==> src/rtl/conv_encoder_tx_if.sv <==
// rtl/conv_encoder_tx_if.sv - byte input stream and coded symbol stream of the convolutional encoder
interface conv_encoder_tx_if #(
    parameter int DATA_W = 8
);
    logic [DATA_W-1:0] in_data;
    logic              in_valid;
    logic              in_last;
    logic              in_ready;
    logic [1:0]        sym_out;
    logic              sym_valid;
    logic              sym_ready;
    logic              sym_last;

    modport master (
        output in_data, in_valid, in_last, sym_ready,
        input  in_ready, sym_out, sym_valid, sym_last
    );

    modport slave (
        input  in_data, in_valid, in_last, sym_ready,
        output in_ready, sym_out, sym_valid, sym_last
    );
endinterface

==> src/rtl/conv_encoder_tx.sv <==
// rtl/conv_encoder_tx.sv - rate-1/2 K=3 (7,5) convolutional encoder, MSB-first, zero-tail terminated frames
module conv_encoder_tx #(
    parameter int DATA_W   = 8,
    parameter int TAIL_LEN = 2
) (
    input  logic                clk,
    input  logic                rst,
    conv_encoder_tx_if.slave    bus,
    output logic                busy
);
    localparam int CW = (DATA_W > 1) ? $clog2(DATA_W) : 1;
    localparam int TW = (TAIL_LEN > 1) ? $clog2(TAIL_LEN) : 1;
    localparam logic [CW-1:0] BIT_MAX  = CW'(DATA_W - 1);
    localparam logic [TW-1:0] TAIL_MAX = TW'(TAIL_LEN - 1);

    typedef enum logic [1:0] {IDLE, SHIFT, TAIL} state_t;

    state_t            state, state_nx;
    logic [DATA_W-1:0] shreg, shreg_nx;
    logic [CW-1:0]     bit_cnt, bit_cnt_nx;
    logic [TW-1:0]     tail_cnt, tail_cnt_nx;
    logic              last_q, last_q_nx;
    logic [1:0]        enc_s, enc_s_nx;
    logic [1:0]        sym_out_q;
    logic              sym_valid_q, sym_last_q;

    logic              adv, gen, gen_last, u, in_ready_c;
    logic              c0, c1;

    assign adv = !sym_valid_q || bus.sym_ready;
    assign c0  = u ^ enc_s[1] ^ enc_s[0];
    assign c1  = u ^ enc_s[0];

    always_comb begin
        state_nx    = state;
        shreg_nx    = shreg;
        bit_cnt_nx  = bit_cnt;
        tail_cnt_nx = tail_cnt;
        last_q_nx   = last_q;
        in_ready_c  = 1'b0;
        gen         = 1'b0;
        gen_last    = 1'b0;
        u           = 1'b0;
        case (state)
            IDLE: begin
                in_ready_c = 1'b1;
                if (bus.in_valid) begin
                    shreg_nx   = bus.in_data;
                    last_q_nx  = bus.in_last;
                    bit_cnt_nx = '0;
                    state_nx   = SHIFT;
                end
            end
            SHIFT: begin
                u = shreg[DATA_W-1];
                if (adv) begin
                    gen        = 1'b1;
                    shreg_nx   = shreg << 1;
                    bit_cnt_nx = bit_cnt + CW'(1);
                    if (bit_cnt == BIT_MAX) begin
                        if (last_q) begin
                            tail_cnt_nx = '0;
                            state_nx    = TAIL;
                        end else begin
                            // Word boundary inside a frame: accept the next word without a bubble.
                            in_ready_c = 1'b1;
                            if (bus.in_valid) begin
                                shreg_nx   = bus.in_data;
                                last_q_nx  = bus.in_last;
                                bit_cnt_nx = '0;
                            end else begin
                                state_nx = IDLE;
                            end
                        end
                    end
                end
            end
            TAIL: begin
                if (adv) begin
                    gen         = 1'b1;
                    tail_cnt_nx = tail_cnt + TW'(1);
                    if (tail_cnt == TAIL_MAX) begin
                        gen_last = 1'b1;
                        state_nx = IDLE;
                    end
                end
            end
            default: state_nx = IDLE;
        endcase
    end

    always_comb begin
        enc_s_nx = enc_s;
        if (gen) begin
            enc_s_nx = gen_last ? 2'b00 : {u, enc_s[1]};
        end
    end

    always_ff @(posedge clk or posedge rst) begin
        if (rst) begin
            state    <= IDLE;
            shreg    <= '0;
            bit_cnt  <= '0;
            tail_cnt <= '0;
            last_q   <= 1'b0;
            enc_s    <= 2'b00;
        end else begin
            state    <= state_nx;
            shreg    <= shreg_nx;
            bit_cnt  <= bit_cnt_nx;
            tail_cnt <= tail_cnt_nx;
            last_q   <= last_q_nx;
            enc_s    <= enc_s_nx;
        end
    end

    // Output slot only moves when empty or being consumed, so a stalled symbol holds.
    always_ff @(posedge clk or posedge rst) begin
        if (rst) begin
            sym_out_q   <= 2'b00;
            sym_valid_q <= 1'b0;
            sym_last_q  <= 1'b0;
        end else if (adv) begin
            sym_valid_q <= gen;
            if (gen) begin
                sym_out_q  <= {c0, c1};
                sym_last_q <= gen_last;
            end
        end
    end

    assign bus.in_ready  = in_ready_c;
    assign bus.sym_out   = sym_out_q;
    assign bus.sym_valid = sym_valid_q;
    assign bus.sym_last  = sym_last_q;
    assign busy          = (state != IDLE);
endmodule

==> src/flat_wrapper.sv <==
// flat-port wrapper written by rule: the top's interface ports become plain ports
module conv_encoder_tx_flat 
#(
    parameter int DATA_W   = 8,
    parameter int TAIL_LEN = 2
)
  (clk, rst, busy, bus_in_data, bus_in_valid, bus_in_last, bus_sym_ready, bus_in_ready, bus_sym_out, bus_sym_valid, bus_sym_last);
  conv_encoder_tx_if #(.DATA_W(DATA_W)) bus_i ();
  input  logic clk;
  input  logic rst;
  output logic busy;
  input wire logic [$bits(bus_i.in_data)-1:0] bus_in_data;
  input wire logic [$bits(bus_i.in_valid)-1:0] bus_in_valid;
  input wire logic [$bits(bus_i.in_last)-1:0] bus_in_last;
  input wire logic [$bits(bus_i.sym_ready)-1:0] bus_sym_ready;
  output wire logic [$bits(bus_i.in_ready)-1:0] bus_in_ready;
  output wire logic [$bits(bus_i.sym_out)-1:0] bus_sym_out;
  output wire logic [$bits(bus_i.sym_valid)-1:0] bus_sym_valid;
  output wire logic [$bits(bus_i.sym_last)-1:0] bus_sym_last;
  assign bus_i.in_data = bus_in_data;
  assign bus_i.in_valid = bus_in_valid;
  assign bus_i.in_last = bus_in_last;
  assign bus_i.sym_ready = bus_sym_ready;
  assign bus_in_ready = bus_i.in_ready;
  assign bus_sym_out = bus_i.sym_out;
  assign bus_sym_valid = bus_i.sym_valid;
  assign bus_sym_last = bus_i.sym_last;
  conv_encoder_tx #(.DATA_W(DATA_W), .TAIL_LEN(TAIL_LEN)) u_core (.clk(clk), .rst(rst), .bus(bus_i), .busy(busy));
endmodule
==> config.mk <==
export PLATFORM = sky130hd
export DESIGN_NAME = conv_encoder_tx_flat
export DESIGN_NICKNAME = d
export VERILOG_FILES = /design/src/rtl/conv_encoder_tx_if.sv /design/src/rtl/conv_encoder_tx.sv /design/src/flat_wrapper.sv
export SDC_FILE = /design/constraint.sdc
export NUM_CORES = 1
export LEC_CHECK = 0
export BUFFER_PORTS_ARGS = -buffer_cell sky130_fd_sc_hd__buf_4
export CAP_MARGIN = 0
export CORE_MARGIN = 2
export CORE_UTILIZATION = 49
export DETAILED_ROUTE_END_ITERATION = 12
export GPL_TIMING_DRIVEN = 0
export PLACE_DENSITY_LB_ADDON = 0.15
export SLEW_MARGIN = 20
export SYNTH_ARGS = -nofsm -noshare
export SYNTH_HDL_FRONTEND = slang
export SYNTH_SLANG_ARGS = --single-unit
==> constraint.sdc <==
create_clock -name clk -period 1.57 [get_ports clk]
set_clock_uncertainty 0.05 [all_clocks]
set_input_delay 0.314 -clock clk [delete_from_list [all_inputs] [get_ports clk]]
set_output_delay 0.314 -clock clk [all_outputs]
set_load 0.01 [all_outputs]
Word-level counts from Yosys, hierarchy flattened
Index checks and enable logic that the tools add are counted.

word-level totals
  bits in registers = 21
  RAM bits = 0
  latch bits = 0
  bits of input ports = 13
  memories kept = 0
  output and inout port bits = 6
  word-level logic and storage cells = 78
  memory bits (read-only) = 0

cells by class
  $add $sub $neg = 2
  mux-type cells = 42
  div/mod/pow operators = 0
  magnitude comparators = 0
  reductions and logical operators = 12
  multipliers = 0
  shift operators = 0
  equality and inequality tests = 10
  bitwise operators = 3

operators by type and width
  operator                                                                 number
  8-bit 2-to-1 mux                                                         5
  1-bit 2-to-1 mux                                                         18
  2-bit 2-to-1 mux                                                         8
  8-bit one-hot mux with 2 select lines                                    1
  3-bit 2-to-1 mux                                                         5
  2-bit by 1-bit inequality test with 1-bit output, second input constant  5
  1-bit one-hot mux with 2 select lines                                    3
  2-bit one-hot mux with 3 select lines                                    1
  3-bit one-hot mux with 2 select lines                                    1
  6-bit AND reduction                                                      1
  2-bit nonzero test                                                       3
  5-bit AND reduction                                                      1
  4-bit AND reduction                                                      1
  3-bit by 1-bit adder with 3-bit output, second input constant            1
  3-bit == test, second input constant                                     1
  3-bit by 2-bit inequality test with 1-bit output, second input constant  1
  3-bit AND reduction                                                      1
  1-bit XOR                                                                3
  2-bit by 1-bit == test with 1-bit output, second input constant          1
  2-bit == test, second input constant                                     1
  2-bit zero test                                                          1
  2-bit inequality test, second input constant                             1
  2-bit AND reduction                                                      1
  2-bit OR reduction                                                       1
  other kinds (3)                                                          3

Logic depth before layout (Yosys ltp)
  word-level depth = 6
  gate-level depth with buffers = 8
  depth with buffers taken out = 6

Worst setup path before layout
Ideal clock, no wire load.

  path kind = register to output
  start point = reg u_core.state[1]
  end point = out bus_in_ready
  path slack = -72 ps
  data arrival time = 1278 ps
  data required time = 1206 ps
  buffers on the path = 1
  cell stages (with the launch flop) = 6
  cell sequence = dfrtp_1 > inv_1 > ha_1 > buf_2 > nand2_1 > o31ai_1

on the way
  cells in the longest elaborated chain, start to end = 2
  elaborated cells between the ends (all ways) = 3
  classes of those cells = 1 x eq/ne; 1 x mux; 1 x reduce/logical

ends and longest elaborated chain
  element                                                                      line                    RTL
  from (decl)                                                                  conv_encoder_tx.sv:18   state_t state, state_nx;
  from (signal assigned)                                                       conv_encoder_tx.sv:108  state <= state_nx;
  2-bit by 1-bit == test with 1-bit output or 2-bit zero test (tied branches)  conv_encoder_tx.sv:44   case (state)
  1-bit one-hot mux with 2 select lines *                                      conv_encoder_tx.sv:44
  to (decl)                                                                    flat_wrapper.sv:16      output wire logic [$bits(bus_i.in_ready)-1:0] bus_in_ready;

Mark *: on every way between the ends. The rest lies on a longest branch, timed or not.

Worst setup path after layout
  start point = reg u_core.bit_cnt[0]
  end point = out bus_in_ready

on the way
  cells in the longest elaborated chain, start to end = 4

ends and longest elaborated chain
  element                                line                    RTL
  from (decl)                            conv_encoder_tx.sv:20   logic [CW-1:0] bit_cnt, bit_cnt_nx;
  from (signal assigned)                 conv_encoder_tx.sv:110  bit_cnt <= bit_cnt_nx;
  3-bit == test                          conv_encoder_tx.sv:60   if (bit_cnt == BIT_MAX) begin
  1-bit 2-to-1 mux                       conv_encoder_tx.sv:60
  1-bit 2-to-1 mux                       conv_encoder_tx.sv:56   if (adv) begin
  1-bit one-hot mux with 2 select lines  conv_encoder_tx.sv:44

Every way passes these cells.

==> metrics.md <==
| Metric | Value |
|---|---|
| FF+latch area | 526 um2 |
| Final Critical Period | 1.77 ns |
| Core area | 0.00219 mm2 |
| NumNets Final | 168 |
| Average vias per placed instance | 5.22 |
| IO buf count | 18 |
| Initial Util | 51.3% |
| Vias in the first global route | 888 |
| Syn Nets | 130 |
| Worst Slack Setup Final | -0.202 ns |
| Slew Viols, Final | 0 |
| Avg Cell Area, Syn | 10.1 um2 |
| Met3 usage | 3.45% |
| Total CTS buffers | 3 |
| GRT Overall Usage | 20.0% |
| Final Util | 74.2% |
| Outcome | finished with violations |
| GRT Max-Usage Layer | met2 |
| Longest Clk Path Bufs | 2 |
| Hold_buf cts | 0 |
| Sink Count | 21 |
| Layout area overhead | 44.5% |
| Largest net degree at the start of global routing | 22 |
| CP Data Required Time | 1.21 ns |
| VDD IR-drop max | 1890 uV |
| Global placement routability congestion | 0.810 |
| M1 GR Usage | 25.9% |
| Failing checks | setup timing |
| Startpoint types | flop |
| Mapped Cells | 111 |
| Post-route ant nets | 0 |
| Type of destination of the critical path | output port |
| IO Pins | 19 |
| CP Class | reg -> out |
| DRC viols | 0 |
| First-pass GRT wire length | 4050 um |
| Wire per inst | 14.4 um |
| Hold crit path type | in -> async |
| Wirelength, routed | 2530 um |
| Commonest non-fill, non-tap cells in the layout | 28 x buf_4, 21 x dfrtp_1, 12 x nand2_1, 8 x nand2_2, 7 x mux2i_1 |
| Final Hold Viols | 0 |
| Row count | 17 |
| Multi-input logic area | 688 um2 |
| Met2 usage | 34.4% |
| Placed inst area | 0.00135 mm2 |
| CTS tree | built |
| Worst-path maximum fanout | 2 |
| Most common cell after layout, fill and taps aside | buf_4 |
| Final instance area | 0.00163 mm2 |
| Overflow after GRT | 0 |
| Max Cap Viol | 0 |
| Antenna violations before repair | 0 |
| Share of post-route cells with drive strength above 1 | 51.4% |
| Max Clk Rate | 564 MHz |
| Rel. slew slack | 46.3% |
| Root Driver | clkbuf_4 |
| Die Wd | 51.9 um |
| Synth warnings | 0 |
| # fillers | 151 |
| Clock network latency to the later pin of the worst-skew pair | 0.30 ns |
| Total chip power | 3.68 mW |
| DRT iter0 DRCs | 11 |
| Worst Tran Pin Value | 0.804 ns |
| Worst EP arrival | 1.41 ns |
| Full die area | 0.00269 mm2 |
| Detail Placement HPWL | 1510 um |
| Clk pin slew, worst setup/hold paths | 0.12 ns |
| Sequential area share after synthesis | 46.7% |
| Setup Viol. Count Final | 15 |
| FF+latch count, synth | 21 |
| Leak pwr | 0.779 nW |
| CTS H-tree lvls | 1 |
| # diodes | 0 |
| RSZ-0062 raised after global routing | true |
| Drt pass-1 iters | 4 |
| Final period utilization | 113% |
| Pwr dens | 2260 mW/mm2 |
| Distinct cells, synth | 31 |
| Mapped Area | 0.00112 mm2 |
| Die Y | 51.9 um |
| DR vias | 918 |
-- registers in the layout, summed over array words and instances, names as in the netlist --
signal,flops
u_core.tail_cnt,1
u_core.bus.sym_out,2
u_core.enc_s,2
u_core.last_q,1
u_core.bus.sym_valid,1
u_core.bus.sym_last,1
u_core.state,2
u_core.bit_cnt,3
u_core.shreg,8
-- worst max-delay path: stages, from the launching register on --
cell and delay (ns):
dfrtp_1 0.37, ha_2 0.19, ha_4 0.13, inv_2 0.05
o31ai_2 0.21, buf_4 0.15
-- cell usage after synthesis (all sizes together) --
library cell	n	area share [%]
nand2	24	8.7
nor2	4	2.0
a21o	1	0.67
o21ai	15	7.3
a211oi	1	0.67
mux2	2	2.3
a221oi	1	1.3
inv	7	2.3
and3	1	0.56
a22o	3	2.3
nand3b	2	1.3
buf	3	2.8
ha	6	6.7
dfrtp	21	47
nor2b	2	1.6
mux2i	7	6.2
nand3	2	0.89
a21oi	2	0.89
o31ai	1	0.67
a31oi	1	0.56
nand2b	2	1.1
a211o	1	0.78
xor2	2	1.6
-- metal layers --
metal	share of wire, %	wire (um)	up-vias
met2	54	1380	15
met1	42	1060	443
met5	0	0	-
met3	2.0	51	4
met4	1.6	40	0
li1	-	-	456
-- final cells by class --
cell class                      count  area share [%]
Clock inverter                      1           0.308
Buffer                              3            2.31
Timing Repair Buffer               33            17.4
Inverter                            7            1.77
Multi-Input combinational cell     80            42.3
Tap cell                           28            2.16
Clock buffer                        3            1.39
Sequential cell                    21            32.3
-- through the flow --
| stage | hold WS, ns | cells | TNS, ns | setup slack [ns] |
|---|---|---|---|---|
| finish | 0.104 | 176 | -1.72 | -0.202 |
| floorplan | 0.241 | 111 | -0.00344 | -0.00344 |
| CTS | 0.118 | 174 | -1.31 | -0.198 |
| global route | 0.167 | 176 | -2.65 | -0.258 |
| global placement | 0.414 | 157 | -0.690 | -0.0908 |
| detailed placement | 0.423 | 157 | -1.14 | -0.131 |
-- power by group --
group / switching [mW] / leakage (nW) / internal, mW
clock: 0.171 / 0.0177 / 0.0949
sequential: 0.186 / 0.269 / 0.765
combinational: 1.17 / 0.493 / 1.29
-- what timing repair did --
item,4_1_cts,5_1_grt
gates resized for setup,16,16
setup endpoints to repair,16,17
cloned,1,0
pin swaps,14,2
buffers inserted,12,3
-- logic make-up (layout without fill, tap and decap cells) --
family	Yosys count	after routing	synth area share (%)
simple gates	37	37	16.1
compound gates	26	26	15.2
flops	21	21	46.7
buf+inv	10	47	5.12
mux	9	9	8.56
fa+ha+maj	6	6	6.67
xor+xnor	2	2	1.56
-- final timing paths --
kind	endpoint	cells past startpoint	slack, ns	start
max in group asynchronous	u_core.tail_cnt$_DFFE_PP0P_	2	0.87	rst
setup reg to reg	u_core.bit_cnt[0]$_DFFE_PP0P_	8	-0.18	u_core.state[1]$_DFFE_PP0P_
hold / removal	u_core.bus.sym_out[1]$_DFFE_PP0P_	2	0.10	rst
min in group clk	u_core.last_q$_DFFE_PP0P_	3	0.17	bus_in_last
hold reg to reg	u_core.bus.sym_last$_DFFE_PP0P_	2	0.46	u_core.bus.sym_last$_DFFE_PP0P_
setup / recovery	bus_in_ready	5	-0.20	u_core.bit_cnt[0]$_DFFE_PP0P_
Power figures use the tool's default switching activity.
